===== src/rtl/cpu_pkg.sv =====
// ============================================================================
//  Module      : cpu_pkg
//  Description : Shared MIPS opcode constants, halt word and fetch state encoding.
//  Revision    : 1.0 - initial release
// ============================================================================
`default_nettype none

package cpu_pkg;

    localparam logic [5:0]  c_op_rtype  = 6'b000000;
    localparam logic [5:0]  c_op_addi   = 6'b001000;
    localparam logic [5:0]  c_op_halt   = 6'b111111;

    localparam logic [31:0] c_halt_word = {c_op_halt, 26'd0};

    typedef enum logic [1:0] {
        ST_IDLE = 2'd0,
        ST_RUN  = 2'd1,
        ST_HALT = 2'd2
    } fetch_state_t;

endpackage

`default_nettype wire


===== src/rtl/inst_mem.sv =====
// ============================================================================
//  Module      : inst_mem
//  Description : Word-addressed program store, synchronous write, combinational read.
//  Revision    : 1.0 - initial release
// ============================================================================
`default_nettype none

module inst_mem #(
    parameter int ADDR_W = 6
) (
    input  logic              clk,
    input  logic              we,
    input  logic [ADDR_W-1:0] waddr,
    input  logic [31:0]       wdata,
    input  logic [ADDR_W-1:0] raddr,
    output logic [31:0]       rdata
);

    localparam int c_depth = 2 ** ADDR_W;

    logic [31:0] r_mem [0:c_depth-1];

    always_ff @(posedge clk) begin
        if (we) begin
            r_mem[waddr] <= wdata;
        end
    end

    assign rdata = r_mem[raddr];

endmodule

`default_nettype wire


===== src/rtl/inst_fetch.sv =====
// ============================================================================
//  Module      : inst_fetch
//  Description : Program counter, fetch FSM and registered instruction output.
//  Revision    : 1.0 - initial release
// ============================================================================
`default_nettype none

module inst_fetch
    import cpu_pkg::*;
#(
    parameter int          ADDR_W    = 6,
    parameter logic [31:0] HALT_WORD = c_halt_word
) (
    input  logic              clk,
    input  logic              reset,
    input  logic              load_en,
    input  logic [ADDR_W-1:0] load_addr,
    input  logic [31:0]       load_data,
    input  logic              start,
    input  logic              stall,
    input  logic              redirect,
    input  logic [ADDR_W-1:0] redirect_pc,
    output logic [31:0]       inst,
    output logic              inst_valid,
    output logic [ADDR_W-1:0] pc,
    output logic              busy,
    output logic              done,
    output logic [15:0]       fetch_count
);

    fetch_state_t      r_state, w_state_nxt;
    logic [31:0]       r_inst, w_inst_nxt;
    logic              r_valid, w_valid_nxt;
    logic [ADDR_W-1:0] r_pc, w_pc_nxt;
    logic [15:0]       r_count, w_count_nxt;

    logic              w_mem_we;
    logic [31:0]       w_mem_rdata;
    logic [31:0]       w_rdata;
    logic              w_fire;
    logic              w_seq_adv;
    logic [ADDR_W-1:0] w_target;
    logic              w_stop;
    logic [ADDR_W-1:0] w_pc_base;
    logic [15:0]       w_count_base;

    assign w_mem_we = load_en && (r_state != ST_RUN);

    inst_mem #(
        .ADDR_W (ADDR_W)
    ) u_mem (
        .clk   (clk),
        .we    (w_mem_we),
        .waddr (load_addr),
        .wdata (load_data),
        .raddr (w_target),
        .rdata (w_mem_rdata)
    );

    // A write landing on the fetched word this same cycle is forwarded so the
    // fetch observes the new contents.
    assign w_rdata = (w_mem_we && (load_addr == w_target)) ? load_data : w_mem_rdata;

    always_comb begin
        w_fire    = 1'b0;
        w_seq_adv = 1'b0;
        w_target  = '0;
        case (r_state)
            ST_RUN: begin
                if (redirect) begin
                    w_fire   = 1'b1;
                    w_target = redirect_pc;
                end else if (!stall) begin
                    w_fire    = 1'b1;
                    w_seq_adv = 1'b1;
                    w_target  = r_pc + 1'b1;
                end
            end
            default: begin
                if (start) begin
                    w_fire = 1'b1;
                end
            end
        endcase
    end

    // Sequential advance off the last word ends the program instead of wrapping.
    assign w_stop       = (w_rdata == HALT_WORD) || (w_seq_adv && (r_pc == {ADDR_W{1'b1}}));
    assign w_pc_base    = (r_state == ST_RUN) ? r_pc    : '0;
    assign w_count_base = (r_state == ST_RUN) ? r_count : 16'd0;

    always_comb begin
        w_state_nxt = r_state;
        w_inst_nxt  = r_inst;
        w_valid_nxt = r_valid;
        w_pc_nxt    = r_pc;
        w_count_nxt = r_count;
        if (w_fire) begin
            if (w_stop) begin
                w_state_nxt = ST_HALT;
                w_inst_nxt  = 32'd0;
                w_valid_nxt = 1'b0;
                w_pc_nxt    = w_pc_base;
                w_count_nxt = w_count_base;
            end else begin
                w_state_nxt = ST_RUN;
                w_inst_nxt  = w_rdata;
                w_valid_nxt = 1'b1;
                w_pc_nxt    = w_target;
                w_count_nxt = (w_count_base == 16'hFFFF) ? w_count_base : w_count_base + 16'd1;
            end
        end
    end

    always_ff @(posedge clk) begin
        if (reset) begin
            r_state <= ST_IDLE;
            r_inst  <= 32'd0;
            r_valid <= 1'b0;
            r_pc    <= '0;
            r_count <= 16'd0;
        end else begin
            r_state <= w_state_nxt;
            r_inst  <= w_inst_nxt;
            r_valid <= w_valid_nxt;
            r_pc    <= w_pc_nxt;
            r_count <= w_count_nxt;
        end
    end

    assign inst        = r_inst;
    assign inst_valid  = r_valid;
    assign pc          = r_pc;
    assign busy        = (r_state == ST_RUN);
    assign done        = (r_state == ST_HALT);
    assign fetch_count = r_count;

endmodule

`default_nettype wire


===== config.mk =====
export PLATFORM = sky130hd
export DESIGN_NAME = inst_fetch
export DESIGN_NICKNAME = d
export VERILOG_FILES = /design/src/rtl/cpu_pkg.sv /design/src/rtl/inst_mem.sv /design/src/rtl/inst_fetch.sv
export SDC_FILE = /design/constraint.sdc
export NUM_CORES = 2
export LEC_CHECK = 0
export ABC_AREA = 1
export ABC_CLOCK_PERIOD_IN_PS = 10800
export CORE_MARGIN = 5
export CORE_UTILIZATION = 55
export DETAILED_ROUTE_END_ITERATION = 8
export PLACE_DENSITY_LB_ADDON = 0.08
export SLEW_MARGIN = 20
export SYNTH_ARGS = -nofsm -noshare
export SYNTH_HDL_FRONTEND = slang
export SYNTH_HIERARCHICAL = 1
export SYNTH_SLANG_ARGS = --single-unit

===== constraint.sdc =====
create_clock -name clk -period 10.8 [get_ports clk]
set_input_delay 2.16 -clock clk [delete_from_list [all_inputs] [get_ports clk]]
set_output_delay 2.16 -clock clk [all_outputs]
set_load 0.03 [all_outputs]

==> out/results.ini <==
[clocking]
holdBufCountCts=0
insertion_delay_ns=0.84
cts_resized=0
clock-sinks=2104
htreeDepth=4
cts_tree=built
clk_pin_slew_ns=0.06
root_buffer=clkbuf_16
clk_path_buf_depth=3
post_cts_buffers=0
cts_buffers=208

[sta]
worstMarginPinSlew_ns=1.19
fmax_ghz=0.133
rsz0062_at_grt=false
final_hold_viol_count=0
setup_viol=0
slew_headroom=0.206
finClkSkew_ns=0.0229
worst_slack_ns=3.27
setup_tns_ns=0
finalCriticalPeriod_ns=7.53
maxSlewViolCount=0
finalCritPeriodShare=0.697

[floorplan]
fp.dieW_um=405
die_area_um2=164000
num_rows=145
core_um2=156000
ioPinCount=107
fp.dieH_um=405
initial_utilization=0.552

[placement]
place_congestion=0.894
port_buffers=106
dp_slack_ns=2.81
dpl.hpwl_mm=132

[worst_setup_path]
crit_path_start_kind=input port
crit_slowest_cell=nor2_1
cp_max_fo=158
slowest_delay_ns=0.65
cp-end-kind=flip-flop
required_ns=11.55
cp_top_family=simple AND/OR/NAND/NOR gates
crit_arrival_ns=8.29
worst-path-buf-inv=4
critPathMostFrequentCell=nand2_1
crit_type=in2reg

[yosys]
ys_types=30
synth-seq-cells=2104
synth-compound-area-share=0.00396
synth_area_um2=85900
synth_nets=7439
synthMuxAreaShare=0.000131
synth_top_family_by_area=simple AND/OR/NAND/NOR gates
synth_xor_area_frac=0
ys_seq_area_frac=0.729
syn_inst=7387
ys_warn_count=6
synth-simple-area-share=0.234
avgSynthCellArea_um2=11.6
synthAdderAreaFrac=0.000291

[power]
p_clk_frac=0.401
power.switching_uw=4250
p_comb_frac=0.088
ir_drop_uv=169
power.total_uw=17700
power_density_nw_per_um2=185
sw_frac_of_total=0.240
p_int_uw=13500
pwr-share-seq=0.511
p_leak_uw=0.0336

[layout]
area_delta_synth_final_pct=11.3
final_nets=7444
fill_cells=12200
post-route-util=0.614
drive_gt1_frac=0.0758

[global_route]
grt_max_degree=202
grt_pass1_vias=54600
grt_pass1_wl_mm=377
grtUsageTotal=0.315
grt.overflow.total=0
antenna_found_initial=12

[min_path]
hold_class=reg2reg

[route]
wire_per_inst_um=27.1
vias_per_cell=6.09
wirelength_mm=260
drtIter0Drc=8404
drtPass1Iterations=9
ant_nets=0
vias=58600
drc=0

[status]
status=finished clean

[job]
drv_cap=0

[power groups by stage]
stage / combinational (µW) / sequential [µW] / clock [µW]
after floorplan: 845 / 9230 / 0
after global placement: 1510 / 9210 / 0
after detailed placement: 1530 / 9210 / 0
after CTS: 1530 / 9040 / 7180
after global routing: 1670 / 9040 / 7530
final: 1560 / 9050 / 7100
[metrics by stage]
step / cells / hold slack (ns) / area, µm²
2_1_floorplan: 7387 / 0.548 / 85900
5_1_grt: 9609 / 0.488 / 95600
3_5_place_dp: 9240 / 0.458 / 89000
4_1_cts: 9609 / 0.468 / 95600
3_3_place_gp: 9240 / 0.455 / 89000
6_report: 9613 / 0.466 / 95600
[synth_stat cells (all sizes together)]
cell type,number,area share
mux2,1,0.00013
inv,103,0.0045
ha,2,0.00029
nand3b,23,0.0020
o211ai,1,0.000087
nor3,4,0.00023
clkbuf,92,0.0040
nand3,1943,0.11
nand4,27,0.0020
nor4,8,0.00058
edfxtp,2048,0.72
nor2,153,0.0070
a21oi,48,0.0031
nand2,2476,0.11
dfxtp,56,0.013
buf,388,0.024
o21ai,14,0.00082
[tightest hold or removal path: stages, from the launching register on]
cell	delay [ns]
dfxtp_1	0.31
nand2_1	0.06
a21oi_1	0.05
[layout make-up]
type	instances	area (µm²)	area share
Multi-Input combinational cell	4700	21000	0.219
Clock inverter	102	1080	0.0113
Clock buffer	267	5540	0.0579
Sequential cell	2104	62600	0.655
Tap cell	2058	2570	0.0269
Timing Repair Buffer	275	2420	0.0253
Antenna cell	4	10.0	0.000105
Inverter	103	430	0.00450
[path summary, 6_finish.rpt]
path	start	end	slack (ns)	cells past startpoint
worst max-delay path	redirect	inst[8]	3.27	26
worst min-delay path	inst[28]	inst[28]	0.47	2
worst max register to register	r_state[0]	inst[8]	4.46	26
worst min register to register	inst[28]	inst[28]	0.47	2
[registers in the layout, indices dropped and copies added, names as in the netlist]
signal / flops
pc: 6
u_mem/r_mem: 2048
fetch_count: 16
r_state: 2
inst: 32
[metal layers]
metal  GRT usage  routed length, µm  vias to the layer above
li1            -                  -                    26000
met1       0.461             105000                    28800
met2       0.467             115000                     3298
met3      0.0789              31000                      447
met4       0.107               8990                       10
met5           0                 61                        -
[cells by family after synthesis]
group | after synthesis
AOI/OAI and AO/OA | 63
adders and majority gates | 2
buffers and inverters | 583
DFF | 2104
muxes | 1
and+or+nand+nor | 4634
[layout by cell type (no fill, tap or decap), types with 9 or more instances in the layout]
master           Yosys  final
buf_4               52    149
nand3b_1            23     23
nand4_1             27     27
clkinv_1             0     38
buf_12               0     20
nand3_1           1942   1942
edfxtp_1          2048   2048
dfxtp_1             56     56
clkinv_2             0     24
nor2_4               3     59
inv_6                0      9
nor2_1             148     92
o21ai_0             12     12
a21oi_1             46     42
inv_1               98     95
clkdlybuf4s50_1      0     74
buf_2              285     32
clkbuf_1            92     52
bufinv_16            0     20
nand2_1           2470   2469
clkbuf_16            0    212
No activity file was read; power rests on OpenSTA's default activity.
